<file path="src/rtl/isa_io_responder.sv">
// isa_io_responder: ISA-side I/O cycle responder for the SM2201 ISA-CAMAC board.
// Decodes IOR/IOW into a 4-register window, sequences the 82x6 transceiver pair
// (xcvr_cs_n/xcvr_dce), stretches the ISA cycle through IOCHRDY wait states,
// latches host writes toward the CAMAC engine and returns CAMAC data/status.
// Ports: clk/rst; ISA side ior_n, iow_n, aen, addr, iochrdy; transceiver side
// xcvr_cs_n, xcvr_dce, d_from_bus, d_to_bus; CAMAC side camac_wdata, camac_naf,
// camac_start, camac_done, camac_rdata, camac_q, camac_x; proto_err pulse.
module isa_io_responder #(
  parameter int                    ADDR_WIDTH  = 10,
  parameter logic [ADDR_WIDTH-1:0] BASE_ADDR   = 10'h300,
  parameter int                    DATA_WIDTH  = 8,
  parameter int                    WAIT_CYCLES = 4
) (
  input  logic                  clk,
  input  logic                  rst,
  input  logic                  ior_n,
  input  logic                  iow_n,
  input  logic                  aen,
  input  logic [ADDR_WIDTH-1:0] addr,
  output logic                  iochrdy,
  output logic                  xcvr_cs_n,
  output logic                  xcvr_dce,
  input  logic [DATA_WIDTH-1:0] d_from_bus,
  output logic [DATA_WIDTH-1:0] d_to_bus,
  output logic [DATA_WIDTH-1:0] camac_wdata,
  output logic [DATA_WIDTH-1:0] camac_naf,
  output logic                  camac_start,
  input  logic                  camac_done,
  input  logic [DATA_WIDTH-1:0] camac_rdata,
  input  logic                  camac_q,
  input  logic                  camac_x,
  output logic                  proto_err
);

  localparam int CW = (WAIT_CYCLES > 0) ? $clog2(WAIT_CYCLES + 1) : 1;
  localparam logic [CW-1:0] LAST = CW'((WAIT_CYCLES > 0) ? WAIT_CYCLES - 1 : 0);

  typedef enum logic [1:0] {IDLE, RD_WAIT, WR_WAIT, HOLD} state_t;
  state_t state, state_nxt;

  // Synchronizers; *_s3 is the previous synced value for edge detection.
  logic ior_s1, ior_s2, ior_s3, iow_s1, iow_s2, iow_s3;
  logic armed;        // both synced strobes seen high since reset/protocol error
  logic cyc_wr;       // current cycle is a host write
  logic [1:0] idx;    // register index held for the whole cycle
  logic [CW-1:0] cnt;
  logic busy, q_lat, x_lat;

  always_ff @(posedge clk or posedge rst) begin
    if (rst) begin
      ior_s1 <= 1'b1; ior_s2 <= 1'b1; ior_s3 <= 1'b1;
      iow_s1 <= 1'b1; iow_s2 <= 1'b1; iow_s3 <= 1'b1;
    end else begin
      ior_s1 <= ior_n; ior_s2 <= ior_s1; ior_s3 <= ior_s2;
      iow_s1 <= iow_n; iow_s2 <= iow_s1; iow_s3 <= iow_s2;
    end
  end

  logic ior_fall, iow_fall, hit, proto, acc_rd, acc_wr, last, wr_fire, start_ok;
  logic [1:0] wr_idx;
  logic [DATA_WIDTH-1:0] rd_val;

  always_comb begin
    ior_fall = armed & ior_s3 & ~ior_s2;
    iow_fall = armed & iow_s3 & ~iow_s2;
    hit      = ~aen && (addr[ADDR_WIDTH-1:2] == BASE_ADDR[ADDR_WIDTH-1:2]);
    // Both strobes low together is illegal; it outranks any edge seen with it.
    proto    = (state == IDLE) && armed && ~ior_s2 && ~iow_s2;
    acc_rd   = (state == IDLE) && ~proto && ior_fall && hit;
    acc_wr   = (state == IDLE) && ~proto && iow_fall && hit;
    last     = (cnt == LAST);
    // With no wait states the write lands on the accepting edge itself.
    wr_fire  = (WAIT_CYCLES == 0) ? acc_wr : ((state == WR_WAIT) && last);
    wr_idx   = (WAIT_CYCLES == 0) ? addr[1:0] : idx;
    // A completion arriving on the same edge frees the engine for the new start.
    start_ok = wr_fire && (wr_idx == 2'd3) && (~busy || camac_done);
    rd_val   = '0;
    case (addr[1:0])
      2'd0: rd_val = camac_rdata;
      2'd1: rd_val = camac_naf;
      2'd2: rd_val = {{(DATA_WIDTH-3){1'b0}}, x_lat, q_lat, busy};
      default: rd_val = camac_wdata;
    endcase
  end

  always_comb begin
    state_nxt = state;
    case (state)
      IDLE: begin
        if (acc_rd)      state_nxt = (WAIT_CYCLES == 0) ? HOLD : RD_WAIT;
        else if (acc_wr) state_nxt = (WAIT_CYCLES == 0) ? HOLD : WR_WAIT;
      end
      RD_WAIT, WR_WAIT: if (last) state_nxt = HOLD;
      HOLD: if (cyc_wr ? iow_s2 : ior_s2) state_nxt = IDLE;
      default: state_nxt = IDLE;
    endcase
  end

  always_ff @(posedge clk or posedge rst) begin
    if (rst) state <= IDLE;
    else     state <= state_nxt;
  end

  // Transceiver/ready outputs decode straight from state so reset clears them at once.
  assign iochrdy   = ~((state == RD_WAIT) || (state == WR_WAIT));
  assign xcvr_cs_n = (state == IDLE);
  assign xcvr_dce  = cyc_wr && (state != IDLE);

  always_ff @(posedge clk or posedge rst) begin
    if (rst) begin
      armed       <= 1'b0;
      cyc_wr      <= 1'b0;
      idx         <= 2'd0;
      cnt         <= '0;
      d_to_bus    <= '0;
      camac_wdata <= '0;
      camac_naf   <= '0;
      camac_start <= 1'b0;
      proto_err   <= 1'b0;
      busy        <= 1'b0;
      q_lat       <= 1'b0;
      x_lat       <= 1'b0;
    end else begin
      proto_err   <= proto;
      camac_start <= start_ok;
      if (proto)               armed <= 1'b0;
      else if (ior_s2 & iow_s2) armed <= 1'b1;

      if (acc_rd || acc_wr) begin
        cyc_wr <= acc_wr;
        idx    <= addr[1:0];
      end
      if (acc_rd) d_to_bus <= rd_val;

      if (state == IDLE) cnt <= '0;
      else if ((state == RD_WAIT || state == WR_WAIT) && !last) cnt <= cnt + CW'(1);

      if (wr_fire && wr_idx == 2'd0) camac_wdata <= d_from_bus;
      if (wr_fire && wr_idx == 2'd1) camac_naf   <= d_from_bus;

      if (start_ok)        busy <= 1'b1;
      else if (camac_done) busy <= 1'b0;

      if (camac_done) begin
        q_lat <= camac_q;
        x_lat <= camac_x;
      end else if (wr_fire && wr_idx == 2'd2) begin
        q_lat <= 1'b0;
        x_lat <= 1'b0;
      end
    end
  end

endmodule

</file>
<file path="config.mk">
export PLATFORM = sky130hd
export DESIGN_NAME = isa_io_responder
export DESIGN_NICKNAME = d
export VERILOG_FILES = /design/src/rtl/isa_io_responder.sv
export SDC_FILE = /design/constraint.sdc
export NUM_CORES = 1
export LEC_CHECK = 0
export ABC_AREA = 1
export CAP_MARGIN = 20
export CORE_MARGIN = 2
export CORE_UTILIZATION = 40
export CTS_BUF_LIST = sky130_fd_sc_hd__clkbuf_4 sky130_fd_sc_hd__clkbuf_8
export CTS_CLUSTER_SIZE = 10
export DETAILED_ROUTE_END_ITERATION = 7
export PLACE_DENSITY = 0.74
export SLEW_MARGIN = 10
export SYNTH_ARGS = -nofsm -noshare
export SYNTH_HDL_FRONTEND = slang
export SYNTH_SLANG_ARGS = --single-unit
</file>
<file path="constraint.sdc">
create_clock -name clk -period 2 [get_ports clk]
set_clock_uncertainty 0.05 [all_clocks]
set_input_delay 0.3 -clock clk [delete_from_list [all_inputs] [get_ports clk]]
set_output_delay 0.3 -clock clk [all_outputs]
set_load 0.05 [all_outputs]
</file>
# Word level (Yosys, flattened, before mapping)
# Cells that the tools add are included.
# op_classes
n_mul,0
n_shift,0
n_div,0
bitwise,11
n_lt_le_gt_ge,0
reduce_logical,31
n_addsub,1
n_mux,16
eq_ne,13
# ops
op,count
$pmux 8 s3,1
$logic_and 1x1->1,17
$eq 2x2->1 const B,5
$reduce_bool 2->1,5
$eq 8x8->1 const B,1
$mux 1,8
$mux 2,4
$eq 2x1->1 const B,3
$logic_not 2->1,3
$mux 3,2
$not 1->1,6
$pmux 2 s3,1
$and 1x1->1,5
$ne 2x2->1 const B,2
$add 3x1->3 const B,1
$eq 3x2->1 const B,1
$logic_or 1x1->1,3
$ne 3x1->1 const B,1
$reduce_and 3->1,1
$reduce_or 2->1,1
$logic_not 1->1,1
# word_totals
romBits,0
ff_bits,44
output_inout_bits,29
mem_count,0
word_cells,91
latch_bits,0
ram_bits,0
inputBits,34

# Logic depth before layout (Yosys ltp)
# logic_depth
word_depth,11
ltp_mapped,9
depth_no_buf,9

# Least setup slack after synthesis
# Ideal clock, no wire load.
# synth_path
kind,register to register
start,register state[0]
end,register d_to_bus[3]
slack_ns,0.012
path_buffers,0
setup_ns,0.119
path_stages_with_launch,9
required_time_ns,1.831
synth_period_minus_slack_ns,1.988
arrival_ns,1.819
path_cell_list,dfrtp_1 -> inv_1 -> ha_1 -> nand2_1 -> nor2_1 -> nand3_2 -> inv_2 -> nand2_1 -> o21a_1
# synth_via
elab_chain_cells,8
# synth_rtl
item,line_no,text
from (decl),39,"state_t state, state_nxt;"
from (signal assigned),101,else state <= state_nxt;
$logic_not 2->1 *,--,
via xcvr_cs_n,21,"output logic xcvr_cs_n,"
$logic_and 1x1->1 (3 in series),68,proto = (state == IDLE) && armed && ~ior_s2 && ~iow_s2;
$not 1->1,69,acc_rd = (state == IDLE) && ~proto && ior_fall && hit;
$logic_and 1x1->1 * (3 in series),69,
to (signal assigned),133,if (acc_rd) d_to_bus <= rd_val;
to (decl),24,"output logic [DATA_WIDTH-1:0] d_to_bus,"
# Mark *: on every way through the listed nets, which the timed path passes. The rest lies on a longest branch.
# A chain may end at the register's enable or synchronous reset.

# Final worst setup path
# layout_path
start,register camac_wdata[1]
end,output port camac_wdata[1]
# layout_lines
item,line_no,text
from (decl),25,"output logic [DATA_WIDTH-1:0] camac_wdata,"
from (signal assigned),138,if (wr_fire && wr_idx == 2'd0) camac_wdata <= d_from_bus;
# No word-level cell between the ends.

==> results by group <==
Status
  – Run status: complete, no violations

Pwr
  – Worst vdd rail ir drop: 613 µV
  – Total Power: 3.07 mW
  – Static leakage power: 1.40 nW
  – PwrDens: 1060 mW/mm²

Critical path
  – Number of cells on the worst reg-to-reg path: 8
  – Crit end category: output pin
  – Endpoint of the lowest-slack register-to-register path: camac_wdata[7]
  – Required time worst endpoint: 1.65 ns
  – Maximum fanout count along the critical path: 3
  – Kind of start point of the critical path: flop
  – Dominant delay contributor by cell family on the critical path: buffers and inverters
  – Max stage delay cell, worst path: sky130_fd_sc_hd__clkdlybuf4s50_1
  – Crit path buffers/inverters: 1
  – Max incr delay on CP: 0.82 ns
  – Worst-case register-to-register setup slack: 0.23 ns
  – Worst flop-to-flop path startpoint: cnt[0]
  – Cell breakdown of the critical path: clkdlybuf4s50_1
  – Arrival time reported for the critical path endpoint: 1.52 ns
  – Start-to-end type of the worst setup path: reg2out

Yosys
  – Most area-hungry cell type in the Yosys netlist: sky130_fd_sc_hd__dfrtp_1
  – Flip-flop and latch count after synthesis: 44
  – Gate count after technology mapping: 233
  – Simple-gate portion of the synthesized area: 22.5%
  – Synth warnings: 0
  – Number of distinct library cells after synthesis: 25
  – Syn Nets: 273
  – Post-synthesis average cell area: 8.74 µm²
  – Post-Synthesis Cell Area: 0.00204 mm²
  – Share of synthesized area spent on multiplexers: 0.491%
  – Sequential share of the synthesized area: 54.4%
  – Area share of xor/xnor cells in the synthesized design: 0%
  – Compound-gate portion of the synthesized area: 12.0%
  – Combinational family with the most area after synthesis: simple AND/OR/NAND/NOR gates
  – Most area-consuming cells after synthesis: sky130_fd_sc_hd__dfrtp_1 (47%), sky130_fd_sc_hd__nand2_1 (13%), sky130_fd_sc_hd__dfstp_2 (7.7%)
  – Post-synth top area share: 46.7%
  – Adder-cell area share of the yosys netlist: 3.69%

Clocking
  – Clock tree sinks: 44
  – Clk pin slew, worst setup/hold paths: 0.09 ns
  – Number of buffers created by CTS: 5
  – Resize count post-CTS: 0
  – Clock Latency Late Sink: 0.30 ns
  – Clock Root Buffer: sky130_fd_sc_hd__clkbuf_8
  – TritonCTS clock tree: yes
  – # Post-CTS Setup Buffers: 0
  – H-tree levels: 2
  – Clk buf depth: 2
  – Post-cts hold buffer count: 0

STA
  – Period Utilization, post-route: 93.7%
  – Number of pins with negative max-slew slack in the final report: 0
  – Total of endpoints with negative setup slack in the final report: 0
  – Number of hold violations in the final report: 0
  – Fmax: 0.533 GHz
  – Shortest clock period the worst path allows after layout: 1.87 ns
  – Setup repair after global routing missed its margin: no
  – Transition time at the pin with the least slew margin: 0.536 ns
  – Slew HR: 64.2%
  – Setup TNS Final: 0 ns

Global route
  – Maximum number of pins on one net before global-route repair: 21
  – Total Routing Usage GR: 16.8%
  – Global route overflow: 0
  – Vias in the first global route: 1658
  – Antenna violations before repair: 0
  – Wire length of the first global-routing pass: 7140 µm

Routing
  – DRC violations left: 0
  – Number of search-and-repair iterations in the first detailed-routing pass: 4
  – Via-to-Cell Ratio: 4.57
  – Vias post-DR: 1710
  – Remaining antenna violation count: 0
  – Detailed-route wire length per cell: 11.6 µm
  – DRT iter0 DRCs: 52
  – Wirelength, routed: 4360 µm

Die
  – Die Outline Area: 0.00568 mm²
  – Placeable core area: 0.00482 mm²
  – Floorplan die height: 75.4 µm
  – Initial core utilization: 42.3%
  – Number of standard-cell rows in the floorplan: 25
  – Die Span X: 75.4 µm
  – Num ports: 63

Placement
  – Total of buffers placed on input and output ports: 62
  – Dpl cell area: 0.00279 mm²
  – Placed Cells: 366
  – Placed wire-length estimate: 3450 µm
  – Weighted congestion at the end of routability-driven global placement: 0.842

Min path
  – Worst Hold Class: in2async

Final layout
  – Final Net Count: 346
  – Area of all placed cells without fillers: 0.00291 mm²
  – Share of final-layout standard cells stronger than drive strength 1: 12.4%
  – Non-filler cells, final: 374
  – Area growth from synthesis to final layout: 42.6%
  – Leading cell type in the layout, fill and taps excluded: sky130_fd_sc_hd__nand2_1
  – ANT cells: 0
  – Leading cell types in the layout, fill and taps excluded: sky130_fd_sc_hd__nand2_1 (72), sky130_fd_sc_hd__clkdlybuf4s50_1 (59), sky130_fd_sc_hd__dfrtp_1 (38), sky130_fd_sc_hd__inv_1 (26), sky130_fd_sc_hd__o21ai_0 (18)

Job
  – # Max-Cap Violations: 0
## cells by family (layout without fill, tap and decap cells)
kind of cell,count (synthesis),count (layout)
adder cells (fa/ha/maj),6,6
AND/OR/NAND/NOR,110,110
buffers and inverters,31,105
flip-flops,44,44
AO/OA/AOI/OAI,41,41
multiplexers,1,1
## where the power goes
group          switching [mW]  leakage, nW  internal [mW]
combinational           0.765        0.840          0.516
sequential             0.0955        0.503           1.01
clock                   0.303       0.0583          0.376
total                    1.16         1.40           1.91
## layout make-up
cell class / instances / area, µm²
fillers: 440 / 1910
flip-flops and latches: 44 / 1110
multi-input cells: 158 / 788
repair buffers: 69 / 703
inverters: 28 / 105
well taps: 67 / 83.8
clock buffers: 5 / 68.8
clock inverters: 3 / 47.5
## per-stage QoR
stage | hold WS (ns) | setup WS, ns | utilization [%]
3_5_place_dp | 0.298 | 0.142 | 57.9
5_1_grt | 0.277 | 0.0668 | 60.3
2_1_floorplan | 0.254 | 0.0121 | -
3_3_place_gp | 0.298 | 0.202 | 57.9
6_report | 0.264 | 0.125 | 60.3
4_1_cts | 0.255 | 0.119 | 60.3
## worst max path at each step
stage	start	endpoint	depth (start not counted)
3_3_place_gp	addr[1]	d_to_bus[3]	7
3_5_place_dp	addr[0]	d_to_bus[1]	7
5_1_grt	state[1]	xcvr_dce	5
4_1_cts	camac_wdata[1]	camac_wdata[1]	1
2_1_floorplan	state[0]	d_to_bus[3]	8
6_report	camac_wdata[1]	camac_wdata[1]	1
## layer usage
layer	routed length [µm]	GRT usage, %	up-vias
li1	-	-	890
met1	1970	20.6	770
met2	2060	28.4	45
met5	0	0	-
met3	274	5.16	5
met4	54	5.46	0
## cells in the mapped netlist
master and number:
sky130_fd_sc_hd__a21oi_1 8, sky130_fd_sc_hd__a31oi_1 1, sky130_fd_sc_hd__buf_12 1, sky130_fd_sc_hd__buf_6 1
sky130_fd_sc_hd__clkbuf_1 1, sky130_fd_sc_hd__dfrtp_1 38, sky130_fd_sc_hd__dfstp_2 6, sky130_fd_sc_hd__ha_1 6
sky130_fd_sc_hd__inv_1 27, sky130_fd_sc_hd__inv_2 1, sky130_fd_sc_hd__mux2i_1 1, sky130_fd_sc_hd__nand2_1 72
sky130_fd_sc_hd__nand2_2 2, sky130_fd_sc_hd__nand3_1 16, sky130_fd_sc_hd__nand3_2 1, sky130_fd_sc_hd__nand3b_1 1
sky130_fd_sc_hd__nand4_1 1, sky130_fd_sc_hd__nor2_1 14, sky130_fd_sc_hd__o21a_1 3, sky130_fd_sc_hd__o21ai_0 18
sky130_fd_sc_hd__o21ai_1 2, sky130_fd_sc_hd__o21ai_2 8, sky130_fd_sc_hd__o22ai_1 1, sky130_fd_sc_hd__or2_1 2
sky130_fd_sc_hd__or2_2 1
## sequential cells by signal, indices dropped and copies added (netlist names)
signal,flops
state,2
busy,1
x_lat,1
camac_naf,8
ior_s1,1
iow_s2,1
camac_start,1
q_lat,1
iow_s1,1
iow_s3,1
cyc_wr,1
cnt,3
ior_s3,1
d_to_bus,8
armed,1
camac_wdata,8
proto_err,1
ior_s2,1
idx,2
No activity file was read; power rests on OpenSTA's default activity.
